**src/rtl/button_deb_multi_if.sv**
```systemverilog
// Button bundle between the board pads and user logic, one bit per channel.
// Latency: none, wires only.
// Backpressure: none; the button side is free-running and every strobe is a single-cycle pulse.
//
// Signals (NCHAN bits each):
//   button_in  raw button pads, 1 = pressed
//   level_o    debounced level
//   press_o    1-cycle strobe on a debounced 0->1
//   release_o  1-cycle strobe on a debounced 1->0
//   toggle_o   flips on every press
//   long_o     1-cycle long-press strobe
// Modports: master = pad/user side, slave = debouncer.
interface button_deb_multi_if #(
  parameter int NCHAN = 4
);
  logic [NCHAN-1:0] button_in;
  logic [NCHAN-1:0] level_o;
  logic [NCHAN-1:0] press_o;
  logic [NCHAN-1:0] release_o;
  logic [NCHAN-1:0] toggle_o;
  logic [NCHAN-1:0] long_o;

  modport master (
    output button_in,
    input  level_o, press_o, release_o, toggle_o, long_o
  );

  modport slave (
    input  button_in,
    output level_o, press_o, release_o, toggle_o, long_o
  );
endinterface

```
**src/rtl/button_deb_multi.sv**
```systemverilog
// Debounces NCHAN push-buttons on a shared 1 ms tick, giving level, press/release strobes, toggle and long-press.
// Latency: 2-cycle synchroniser, then DEBOUNCE_MS-1..DEBOUNCE_MS ms of stable input before level_o moves.
// Backpressure: none; strobes are single-cycle pulses and must be sampled every cycle.
//
// Ports:
//   clk  system clock
//   rst  asynchronous, active-high reset
//   btn  button_deb_multi_if.slave (button_in in; level_o, press_o, release_o, toggle_o, long_o out)
// Optional feature: define BUTTON_DEB_LONG_PRESS_EN to build the per-channel hold counters that drive
// long_o; without it long_o is tied to 0 and LONG_MS only takes part in the parameter sanity check.
module button_deb_multi #(
  parameter int NCHAN        = 4,
  parameter int CLK_FREQ_KHZ = 95000,
  parameter int DEBOUNCE_MS  = 20,
  parameter int LONG_MS      = 1000
) (
  input  logic              clk,
  input  logic              rst,
  button_deb_multi_if.slave btn
);

  localparam int PW = (CLK_FREQ_KHZ > 1) ? $clog2(CLK_FREQ_KHZ) : 1;
  localparam int CW = $clog2(DEBOUNCE_MS + 1);

  if (NCHAN < 1 || DEBOUNCE_MS < 1 || CLK_FREQ_KHZ < 1 || LONG_MS <= DEBOUNCE_MS) begin : g_bad_params
    $error("button_deb_multi: illegal parameter combination");
  end

  // Synchroniser, prescaler and per-channel state
  logic [NCHAN-1:0] sync_q1;
  logic [NCHAN-1:0] sync;
  logic [PW-1:0]    presc;
  logic             tick;

  logic [CW-1:0]    cnt_q [NCHAN];
  logic [CW-1:0]    cnt_d [NCHAN];
  logic [NCHAN-1:0] flip;

  logic [NCHAN-1:0] level_q, level_d;
  logic [NCHAN-1:0] press_q, press_d;
  logic [NCHAN-1:0] rel_q,   rel_d;
  logic [NCHAN-1:0] tog_q,   tog_d;

  assign tick = (presc == PW'(CLK_FREQ_KHZ - 1));

  // Debounce: any cycle in which the synchronised input agrees with the
  // current level restarts the window, so only an uninterrupted run of
  // DEBOUNCE_MS ticks of disagreement moves the level. The counter is
  // cleared on the flip itself, which is why it can never wrap.
  always_comb begin
    flip = '0;
    for (int i = 0; i < NCHAN; i++) begin
      cnt_d[i] = cnt_q[i];
      if (sync[i] == level_q[i]) begin
        cnt_d[i] = '0;
      end else if (tick) begin
        if (cnt_q[i] == CW'(DEBOUNCE_MS - 1)) begin
          cnt_d[i] = '0;
          flip[i]  = 1'b1;
        end else begin
          cnt_d[i] = cnt_q[i] + CW'(1);
        end
      end
    end
    level_d = level_q ^ flip;
    // Strobes are registered alongside the level so they line up with the
    // first cycle the new level is visible.
    press_d = flip & sync;
    rel_d   = flip & ~sync;
    tog_d   = tog_q ^ press_d;
  end

  always_ff @(posedge clk or posedge rst) begin
    if (rst) begin
      sync_q1 <= '0;
      sync    <= '0;
      presc   <= '0;
      level_q <= '0;
      press_q <= '0;
      rel_q   <= '0;
      tog_q   <= '0;
      for (int i = 0; i < NCHAN; i++) begin
        cnt_q[i] <= '0;
      end
    end else begin
      sync_q1 <= btn.button_in;
      sync    <= sync_q1;
      presc   <= tick ? '0 : presc + PW'(1);
      level_q <= level_d;
      press_q <= press_d;
      rel_q   <= rel_d;
      tog_q   <= tog_d;
      for (int i = 0; i < NCHAN; i++) begin
        cnt_q[i] <= cnt_d[i];
      end
    end
  end

  assign btn.level_o   = level_q;
  assign btn.press_o   = press_q;
  assign btn.release_o = rel_q;
  assign btn.toggle_o  = tog_q;

`ifdef BUTTON_DEB_LONG_PRESS_EN
  localparam int HW = $clog2(LONG_MS + 1);

  logic [HW-1:0]    hold_q [NCHAN];
  logic [HW-1:0]    hold_d [NCHAN];
  logic [NCHAN-1:0] long_q, long_d;

  // Hold counter runs on ticks while the debounced level is high and parks
  // at LONG_MS, so the long strobe fires once per press.
  always_comb begin
    long_d = '0;
    for (int i = 0; i < NCHAN; i++) begin
      hold_d[i] = hold_q[i];
      if (!level_q[i]) begin
        hold_d[i] = '0;
      end else if (tick && (hold_q[i] != HW'(LONG_MS))) begin
        hold_d[i] = hold_q[i] + HW'(1);
        if (hold_q[i] == HW'(LONG_MS - 1)) begin
          long_d[i] = 1'b1;
        end
      end
    end
  end

  always_ff @(posedge clk or posedge rst) begin
    if (rst) begin
      long_q <= '0;
      for (int i = 0; i < NCHAN; i++) begin
        hold_q[i] <= '0;
      end
    end else begin
      long_q <= long_d;
      for (int i = 0; i < NCHAN; i++) begin
        hold_q[i] <= hold_d[i];
      end
    end
  end

  assign btn.long_o = long_q;
`else
  assign btn.long_o = '0;
`endif

endmodule
```
**src/flat_wrapper.sv**
```systemverilog
// flat-port wrapper written by rule: the top's interface ports become plain ports
module button_deb_multi_flat 
#(
  parameter int NCHAN        = 4,
  parameter int CLK_FREQ_KHZ = 95000,
  parameter int DEBOUNCE_MS  = 20,
  parameter int LONG_MS      = 1000
)
  (clk, rst, btn_button_in, btn_level_o, btn_press_o, btn_release_o, btn_toggle_o, btn_long_o);
  button_deb_multi_if #(.NCHAN(NCHAN)) btn_i ();
  input  logic clk;
  input  logic rst;
  input wire logic [$bits(btn_i.button_in)-1:0] btn_button_in;
  output wire logic [$bits(btn_i.level_o)-1:0] btn_level_o;
  output wire logic [$bits(btn_i.press_o)-1:0] btn_press_o;
  output wire logic [$bits(btn_i.release_o)-1:0] btn_release_o;
  output wire logic [$bits(btn_i.toggle_o)-1:0] btn_toggle_o;
  output wire logic [$bits(btn_i.long_o)-1:0] btn_long_o;
  assign btn_i.button_in = btn_button_in;
  assign btn_level_o = btn_i.level_o;
  assign btn_press_o = btn_i.press_o;
  assign btn_release_o = btn_i.release_o;
  assign btn_toggle_o = btn_i.toggle_o;
  assign btn_long_o = btn_i.long_o;
  button_deb_multi #(.NCHAN(NCHAN), .CLK_FREQ_KHZ(CLK_FREQ_KHZ), .DEBOUNCE_MS(DEBOUNCE_MS), .LONG_MS(LONG_MS)) u_core (.clk(clk), .rst(rst), .btn(btn_i));
endmodule
```
**config.mk**
```make
export PLATFORM = sky130hd
export DESIGN_NAME = button_deb_multi_flat
export DESIGN_NICKNAME = d
export VERILOG_FILES = /design/src/rtl/button_deb_multi_if.sv /design/src/rtl/button_deb_multi.sv /design/src/flat_wrapper.sv
export SDC_FILE = /design/constraint.sdc
export NUM_CORES = 1
export LEC_CHECK = 0
export BUFFER_PORTS_ARGS = -buffer_cell sky130_fd_sc_hd__buf_2
export CORE_MARGIN = 2
export CORE_UTILIZATION = 53
export DETAILED_ROUTE_END_ITERATION = 10
export PLACE_DENSITY = 0.79
export RECOVER_POWER = 50
export SYNTH_ARGS = -nofsm -noshare
export SYNTH_HDL_FRONTEND = slang
export SYNTH_SLANG_ARGS = --single-unit
export TNS_END_PERCENT = 10
```
**constraint.sdc**
```tcl
create_clock -name clk -period 1.7 [get_ports clk]
set_input_delay 0.255 -clock clk [delete_from_list [all_inputs] [get_ports clk]]
set_output_delay 0.255 -clock clk [all_outputs]
set_load 0.01 [all_outputs]
```
[Word-level counts from Yosys, hierarchy flattened]
Cells that the tools add are included.
Operators by class
  div/mod/pow operators: 0
  mux-type cells: 25
  shift operators: 0
  eq/ne operators: 9
  multiply operators: 0
  bitwise operators: 5
  add/subtract/negate cells: 5
  order comparisons: 0
  reductions and logical operators: 4
Operators by type and width (count)
  5-bit 2-to-1 mux: 12
  5-bit by 1-bit adder with 5-bit output, second input constant: 4
  5-bit == test, second input constant: 4
  17-bit by 1-bit adder with 17-bit output, second input constant: 1
  17-bit == test, second input constant: 1
  17-bit 2-to-1 mux: 1
  1-bit 2-to-1 mux: 12
  4-bit AND: 2
  2-bit nonzero test: 4
  4-bit bitwise XOR: 2
  1-bit == test: 4
  4-bit inverter: 1
Word-level totals
  word-level logic and storage cells: 59
  flip-flop bits (word level): 61
  bits in latches: 0
  ROM bits: 0
  memories kept: 0
  output and inout bits: 20
  RAM bits: 0

[Logic depth before layout (Yosys ltp)]
Gate-level depths: netlist of the first run.
  depth in word-level cells: 6
  mapped depth: 6
  mapped depth without buffers: 5

[Worst setup path after synthesis of the first run]
Ideal clock, no wire load.
  kind: register -> register
  from: register u_core.presc[0]
  to: register u_core.cnt_q[5] (netlist bit)
  period minus slack after synthesis: 1753 ps
  setup slack: -53 ps
  arrival time: 1675 ps
  buffers on the path: 1
  cell stages (with the launch flop): 7
  path through: dfrtp_1 > ha_1 > and4bb_4 > nand2_4 > buf_4 > or4_1 > a21oi_1
Between the ends
  cells in the longest elaborated chain, start to end: 2
Ends and longest elaborated chain
  start: declaration: line button_deb_multi.sv:32  | logic [PW-1:0] presc;
  start signal: assignment: line button_deb_multi.sv:88  | presc <= tick ? '0 : presc + PW'(1);
  17-bit == test: line button_deb_multi.sv:44  | assign tick = (presc == PW'(CLK_FREQ_KHZ - 1));
  2-bit nonzero test (no source line)
  end signal: indexed assignment: line button_deb_multi.sv:94  | cnt_q[i] <= cnt_d[i];
  end: declaration: line button_deb_multi.sv:35  | logic [CW-1:0] cnt_q [NCHAN];
Every way passes these cells.
A chain may end at the register's enable or synchronous reset.

[Worst setup path in the final report of the first run]
  from: register u_core.presc[1]
  to: register u_core.cnt_q[7] (netlist bit)
Same word-level chain as after synthesis.

==> results.cfg, run 1 <==
[run_status]
status = finished with violations
violations = negative setup slack

[layout]
drive_gt1_share_pct = 34.0
area.growth.synth_to_final_pct = 27.6
final_util_pct = 71.3
regArea_um2 = 1530
multiInputGateArea_um2 = 1400
nets = 338
fillers = 360
n_antenna_cell = 0

[global_routing]
antenna_found_initial = 0
grt_use_total_pct = 21.1
grt.met2_usage_pct = 35.3
overflow = 0
top_usage_layer = met2
grt_use_met3_pct = 6.40
grt_pass1_vias = 2211
grt_max_degree = 62
met1_usage_pct = 25.8
grt_pass1_wl_mm = 9.95

[logic_synthesis]
synth.most_common_cell = dfrtp_1
synth_top_area_share_pct = 52.8
synth.cell_area_um2 = 2890
syn_inst = 263
synth_top_cells_by_area = dfrtp_1 53%, xnor2_1 3.6%, a21oi_1 3.3%
ys_types = 44
synthTopCellsByCount = 61 x dfrtp_1, 19 x a21oi_1, 19 x nor2_1
synth_area_per_cell_um2 = 11.0
yosysWarningCount = 0
synth_seq_area_share_pct = 52.8
ys_ff_latch = 61
synth_edf_count = 0
synth_top_area_cell = dfrtp_1
synth-main-ff-cell = dfrtp_1
synthArstFlopShare_pct = 100

[critical_path]
worst-setup-path-type = reg2reg
required_ps = 1970
worstReg2RegEnd = u_core.cnt_q[7]
worstSetupStartpointType = flop
critPathMaxFanout = 4
rr_worst_depth = 6
end_kind = flop
r2r-start = u_core.presc[1]
rrSetupSlack_ps = -90
worstPathArrival_ps = 2070

[placed_design]
dpl.hpwl_mm = 3.82
io_buffers = 21
gp_congestion = 0.829

[sta]
setup_viol = 15
period_share_pct = 105
fin_ws_ps = -92.5
hold_ws_ps = 16.4
final_period_minus_worst_setup_slack_ps = 1790
fmax_ghz = 0.558
rsz0062_at_grt = true
relSlewSlack_pct = 3.47
hold_viol_final = 0
tightest_slew_ps = 1450
drv_slew = 0
skew_ps = 9.55

[detailed_routing]
via_per_inst = 5.81
dr.pass1.iters = 4
drtIter0Drc = 111
via_count = 2337
drcViolationCount = 0
routedWlPerCell_um = 15.3
wirelength_mm = 6.13
antenna_left = 0

[floorplan]
start_util_pct = 55.9
core-area_um2 = 5170
rows = 26
dieArea_um2 = 6060
ios = 26
die_x_um = 77.9
die_y_um = 77.9

[hold_path]
min_path_cells = 1
min_to = u_core.sync_q1[3]
min_from = btn_button_in[3]
worst_hold_path_type = in2reg

[clock_tree]
ctsHoldBuffers = 0
cts.sink_count = 61
clk_pin_slew_ps = 70
clkLatencyLatePin_ps = 340
cts_buffer_depth = 2
tritoncts = done
cts-buffers-inserted = 9
root_buffer = clkbuf_8
htree_levels = 3

[pwr]
p_leak_nw = 1.73
peakVddDrop_v = 0.000819
p_per_area_nw_per_um2 = 802
totalPowerFinal_mw = 2.96

[run]
maxCapViolations = 0
worst max path at each step:
stage / startpoint / to / slack, ps / depth (start not counted)
after floorplan: u_core.presc[0] / u_core.cnt_q[5] / -50 / 6
after global placement: u_core.presc[1] / u_core.cnt_q[14] / 7 / 5
after detailed placement: u_core.presc[1] / u_core.cnt_q[18] / -70 / 5
after CTS: u_core.presc[1] / u_core.cnt_q[10] / -40 / 5
after global routing: u_core.presc[1] / u_core.cnt_q[7] / -170 / 6
final: u_core.presc[1] / u_core.cnt_q[7] / -90 / 6
metal layers:
metal  vias up  share of wire [%]
li1       1093                  -
met2        67                 52
met1      1165                 42
met3        12                4.9
met4         0                1.5
met5         -                  0
per-stage QoR:
stage               setup slack (ps)  setup TNS [ps]  area (um^2)  cells
global placement                7.26               0         3350    384
CTS                            -42.6            -301         3600    400
detailed placement             -68.3            -610         3350    384
finish                         -92.5            -608         3690    402
global route                    -166           -2270         3690    402
floorplan                      -53.0            -408         2910    266
sequential cells by signal, indices dropped and copies added (netlist names), named ones only:
name                  flops
u_core.btn.press_o        4
u_core.btn.release_o      4
u_core.btn.toggle_o       4
u_core.cnt_q             20
u_core.presc             17
u_core.sync               4
u_core.sync_q1            4
cells in the final DEF (no fill, tap or decap), drive strengths merged, types with 2 or more instances in the layout:
cell type,netlist,layout
nor4bb,2,2
nand2b,3,3
nand2,5,6
and4,3,3
o31ai,7,7
ha,5,5
xnor2,12,12
inv,3,2
o21ai,12,12
nor2b,3,3
nor3,11,11
a31oi,3,3
and2,2,2
bufinv,0,2
clkinv,0,2
and3,5,5
o41ai,2,2
clkbuf,5,14
dfrtp,61,61
or4,11,11
a21oi,19,19
and4bb,2,2
conb,1,4
nor4,4,4
buf,9,61
and3b,3,3
nand4,12,12
nand3,18,18
xor2,10,10
nor2,19,19
mux2,4,4
power breakdown:
group	internal (mW)	switching (mW)
registers	1.46	0.00657
logic	0.0125	0.0453
clock network	0.900	0.532
final cells by class:
cell class / count / area share (%)
clock buffer: 12 / 4.20
clock inverter: 4 / 1.90
inverter: 3 / 0.407
multi-input combinational: 189 / 38.0
sequential: 61 / 41.4
tap: 70 / 2.37
timing repair buffer: 63 / 11.7
logic make-up (layout without fill, tap and decap cells):
group,after synthesis,in the layout,share of synthesized area [%]
adders and majority gates,5,5,2.16
muxes,5,5,1.90
xor gates and xnor gates,22,22,6.66
buffers and inverters,17,82,3.25
DFF,61,61,52.8
other,1,4,0.130
and+or+nand+nor,107,108,24.0
AOI/OAI and AO/OA,45,45,9.09
critical path, stage by stage (launching register included):
cell	delay, ps
dfrtp_1	380
ha_2	200
and4bb_4	320
buf_4	150
nand3_2	100
or4_4	440
a21oi_2	140
timing repair:
item | 4_1_cts | 5_1_grt
gates cloned | 0 | 1
endpoints found under the setup margin | 16 | 32
resized for setup | 4 | 20
pin swaps | 1 | 11
hold endpoints to repair | 0 | 0
setup buffers | 0 | 1
Power figures use the tool's default switching activity.
==> run 2: changes to the inputs <==
CORE_ASPECT_RATIO = 1.5   (was default)
==> run 2 against run 1 <==
  * Critical path type unchanged
  * Via count shrank 3.2%
  * Total power shrank 5.5%
  * Sequential cell count is the same
  * Global-route usage shrank 0.059 points
  * Register-to-register slack gained 50 ps
  * Combinational power grew 12%
  * First-iteration DRC count grew 53%
  * Non-clock buffer count grew 1
  * Largest cell class unchanged
  * The run still ends with negative setup slack left
  * Cell count shrank 0.25%
==> results.cfg, run 2 (synthesis gave the netlist of run 1 again) <==
[sta]
rsz0062_at_grt = true
fmax_ghz = 0.574
period_share_pct = 102
hold_ws_ps = 18.4
hold_viol_final = 0
fin_ws_ps = -42.2
relSlewSlack_pct = 46.7
final_period_minus_worst_setup_slack_ps = 1740
skew_ps = 7.97
tightest_slew_ps = 799
drv_slew = 0
setup_viol = 7

[clock_tree]
root_buffer = clkbuf_8
clkLatencyLatePin_ps = 350
cts.sink_count = 61
tritoncts = done
clk_pin_slew_ps = 70
cts_buffer_depth = 2
cts-buffers-inserted = 9
htree_levels = 3

[critical_path]
crit_family = simple AND/OR/NAND/NOR gates
critPathMaxFanout = 13
worst_path_max_delay_cell = or4_4
worstSetupStartpointType = flop
end_kind = flop
crit_buf_inv = 0
path_cells = ha_2 -> and4bb_4 -> nand2_8 -> or4_4 -> o211a_1
worst-setup-path-type = reg2reg
worstPathArrival_ps = 1980
critPathMaxStageDelay_ps = 520
required_ps = 1930

[floorplan]
die_x_um = 64.3
core-area_um2 = 5200
dieArea_um2 = 6070
rows = 32
die_y_um = 94.5
ios = 26
start_util_pct = 55.6

[hold_path]
worst_hold_path_type = in2reg

[layout]
drive_gt1_share_pct = 30.6
n_antenna_cell = 0
finalNonFillerCells = 401
final_common_cell = dfrtp_1
largest_registers = u_core.cnt_q x20, u_core.presc x17
nets = 339
largest_reg_flops = 20
top_register = u_core.cnt_q
final_cell_mix = 61 x dfrtp_1, 36 x buf_4, 20 x buf_2
area.growth.synth_to_final_pct = 25.4

[pwr]
peakVddDrop_v = 0.000649
combPwrFrac_pct = 2.3
clockPowerShare_pct = 45.2
switching_share_pct = 21.8
p_seq_share_pct = 52.5
internal_power_mw = 2.19
switching_power_uw = 610
p_leak_nw = 1.70
p_per_area_nw_per_um2 = 771

[global_routing]
grt_pass1_vias = 2293
antenna_found_initial = 0
grt_max_degree = 62
grt_pass1_wl_mm = 9.77
grt_use_total_pct = 21.1
overflow = 0

[run]
maxCapViolations = 0

[detailed_routing]
antenna_left = 0
routedWlPerCell_um = 14.7
via_count = 2262
via_per_inst = 5.64
wirelength_mm = 5.90
drcViolationCount = 0
drtIter0Drc = 170
dr.pass1.iters = 4

[run_status]
status = finished with violations
violations = negative setup slack

[placed_design]
io_buffers = 21
dpl.hpwl_mm = 3.82
gp_congestion = 0.809
dpl.cell_count = 379
## run 2: layout make-up
| cell class | count | area [um^2] |
|---|---|---|
| clock buffer | 11 | 141 |
| sequential | 61 | 1530 |
| inverter | 3 | 15.0 |
| fill | 389 | 1580 |
| timing repair buffer | 64 | 444 |
| clock inverter | 5 | 50.0 |
| multi-input combinational | 189 | 1360 |
| tap | 68 | 85.1 |
## run 2: layer usage
| layer | global-route usage [%] | part of all wire (%) |
|---|---|---|
| met5 | 0 | 0 |
| met4 | 13.7 | 2.8 |
| met3 | 4.89 | 2.7 |
| met2 | 35.9 | 53 |
| met1 | 23.5 | 41 |
## run 2: per-stage QoR
step / utilization [%] / setup TNS, ps / instance area [um^2] / setup WS (ps) / power (mW)
global route: 69.7 / -1410 / 3630 / -98.1 / 2.89
floorplan: - / -408 / 2910 / -53.0 / 1.54
global placement: 63.6 / 0 / 3310 / 3.06 / 1.56
finish: 69.7 / -94.2 / 3630 / -42.2 / 2.80
detailed placement: 63.6 / -441 / 3310 / -53.7 / 1.56
CTS: 69.0 / -68.5 / 3590 / -25.2 / 2.83
## run 2: worst paths after layout
check	start	to	slack, ps	depth (start not counted)
min in group asynchronous	rst	u_core.btn.toggle_o[0]	740	4
min reg2reg	u_core.sync_q1[3]	u_core.sync[3]	350	0
max in group asynchronous	rst	async pin	430	4
min	btn_button_in[3]	u_core.sync_q1[3]	20	1
max reg2reg	u_core.presc[1]	u_core.cnt_q[14]	-40	5
max	u_core.presc[1]	u_core.cnt_q[14]	-40	5
## run 2: what timing repair did
| item | CTS | global route |
|---|---|---|
| hold buffers | 4 | 0 |
| endpoints found under the setup margin | 17 | 36 |
| resized for setup | 5 | 12 |
| endpoints found under the hold margin | 32 | 0 |
| gates cloned | 1 | 0 |
| buffers inserted | 1 | 0 |
| pin swaps | 4 | 3 |
## run 2: power groups by stage
stage / clock network, mW / registers (mW) / logic, mW
final: 1.26 / 1.47 / 0.0647
after global routing: 1.35 / 1.47 / 0.0743
after CTS: 1.29 / 1.47 / 0.0712
after detailed placement: 0 / 1.49 / 0.0640
after global placement: 0 / 1.49 / 0.0624
after floorplan: 0 / 1.49 / 0.0444
==> run 3: changes to the inputs <==
CORE_UTILIZATION = 50   (was 53)
PLACE_DENSITY = 0.76   (was 0.79)
==> run 3 against run 2 <==
  * The flow still finishes with violations (negative setup slack)
  * Sequential cell count is the same
  * Critical path depth is the same
  * Die area grew 5.7%
  * Final area grew 1.2%
  * Sequential share of layout area shrank 0.50 points
  * Critical endpoint unchanged
  * Highest routed layer unchanged
==> results.cfg, run 3 (synthesis gave the netlist of run 1 again) <==
[detailed_routing]
wirelength_mm = 6.01
routedWlPerCell_um = 14.9
via_count = 2325
via_per_inst = 5.77
dr.pass1.iters = 4
antenna_left = 0
drtIter0Drc = 152
drcViolationCount = 0

[floorplan]
die_x_um = 66.1
start_util_pct = 52.3
core-area_um2 = 5530
rows = 33
dieArea_um2 = 6420
ios = 26
die_y_um = 97.1

[critical_path]
end_kind = flop
cp-startpoint = u_core.presc[11]
rr_worst_depth = 5
worstReg2RegEnd = u_core.cnt_q[14]
critPathMaxStageDelay_ps = 470
critPathMaxFanout = 8
worst_path_max_delay_cell = or4_1
r2r-start = u_core.presc[11]
worst-setup-path-type = reg2reg
path_cells = and4bb_2 -> nand3_4 -> buf_12 -> or4_1 -> o211a_1
rrSetupSlack_ps = -60
worstPathArrival_ps = 1990
worstSetupStartpointType = flop
required_ps = 1930

[pwr]
clockPowerShare_pct = 45.0
switching_power_uw = 628
internal_power_mw = 2.15
peakVddDrop_v = 0.000766
p_seq_share_pct = 52.8
switching_share_pct = 22.6
p_per_area_nw_per_um2 = 757
p_leak_nw = 1.71
combPwrFrac_pct = 2.2

[sta]
setup_tns_ps = -183
fmax_ghz = 0.569
hold_viol_final = 0
skew_ps = 9.84
rsz0062_at_grt = true
fin_ws_ps = -57.3
final_period_minus_worst_setup_slack_ps = 1760
setup_viol = 10
period_share_pct = 103
tightest_slew_ps = 800
relSlewSlack_pct = 46.4
drv_slew = 0

[clock_tree]
tritoncts = done
root_buffer = clkbuf_8
cts_buffer_depth = 2
cts-buffers-inserted = 9
clkLatencyLatePin_ps = 340
htree_levels = 3
clk_pin_slew_ps = 70
cts.sink_count = 61

[hold_path]
worst_hold_path_type = in2reg
min_path_cells = 1
min_to = u_core.sync_q1[3]
min_from = btn_button_in[3]

[layout]
final_cell_mix = 61 x dfrtp_1, 38 x buf_4, 21 x buf_2
largest_registers = u_core.cnt_q x20, u_core.presc x17
nets = 339
final_common_cell = dfrtp_1
n_antenna_cell = 0
finalNonFillerCells = 403
area.growth.synth_to_final_pct = 26.9
drive_gt1_share_pct = 32.1
fin_area_um2 = 3670
fillers = 444
largest_reg_flops = 20
top_register = u_core.cnt_q

[global_routing]
antenna_found_initial = 0
overflow = 0
grt_pass1_wl_mm = 9.49
grt_use_total_pct = 18.9
grt_pass1_vias = 2169
grt_max_degree = 32

[run]
maxCapViolations = 0

[placed_design]
io_buffers = 21
dpl.hpwl_mm = 3.95
dpl.cell_count = 380
post_dp_cell_area_um2 = 3320
gp_congestion = 0.800

[run_status]
violations = negative setup slack
status = finished with violations
## run 3: metrics by stage
stage | util, % | hold WS, ps | power (mW) | setup WS [ps]
after floorplan | - | 286 | 1.54 | -53.0
after global placement | 60.0 | 280 | 1.56 | 9.22
after detailed placement | 60.0 | 285 | 1.56 | -63.7
after CTS | 63.9 | 4.82 | 2.82 | -26.9
after global routing | 66.3 | 4.07 | 2.89 | -96.4
final | 66.3 | 16.6 | 2.78 | -57.3
## run 3: final cells by class
class / count / area [um^2] / area share [%]
Sequential cell: 61 / 1530 / 41.6
Multi-Input combinational cell: 188 / 1370 / 37.3
Timing Repair Buffer: 65 / 483 / 13.2
Clock buffer: 10 / 128 / 3.48
Tap cell: 70 / 87.6 / 2.39
Clock inverter: 6 / 63.8 / 1.74
Inverter: 3 / 12.5 / 0.341
## run 3: power groups by stage
stage                     sequential [mW]  combinational (mW)  clock (mW)
after floorplan                      1.49              0.0444           0
after global placement               1.49              0.0671           0
after detailed placement             1.49              0.0674           0
after CTS                            1.47              0.0694        1.28
after global routing                 1.47              0.0714        1.35
final                                1.47              0.0620        1.25
## run 3: how the worst max path moves through the flow
stage | endpoint | slack, ps | cells past startpoint
6_report | u_core.cnt_q[14] | -60 | 5
3_3_place_gp | flop | 9 | 5
4_1_cts | u_core.cnt_q[14] | -30 | 5
3_5_place_dp | flop | -60 | 5
2_1_floorplan | u_core.cnt_q[5] | -50 | 6
5_1_grt | u_core.cnt_q[10] | -100 | 5
## run 3: timing repair
action	CTS	global route
endpoints found under the hold margin	17	0
gates resized for setup	2	15
cloned	0	2
pin swaps	0	17
setup endpoints to repair	14	23
setup buffers	0	4
hold buffers	1	0
## run 3: critical path, delay by kind of cell, from the launching register on
family / cells / cell delay, ps
compound gates: 1 / 150
buf+inv: 1 / 170
flops: 1 / 390
simple gates: 3 / 950
## run 3: routing by layer
layer / global-route usage (%) / vias up / share of wire [%]
met1: 23.9 / 1164 / 42
met2: 30.5 / 48 / 53
met5: 0 / - / 0
met4: 6.12 / 0 / 1.7
li1: - / 1103 / -
met3: 5.68 / 10 / 3.5
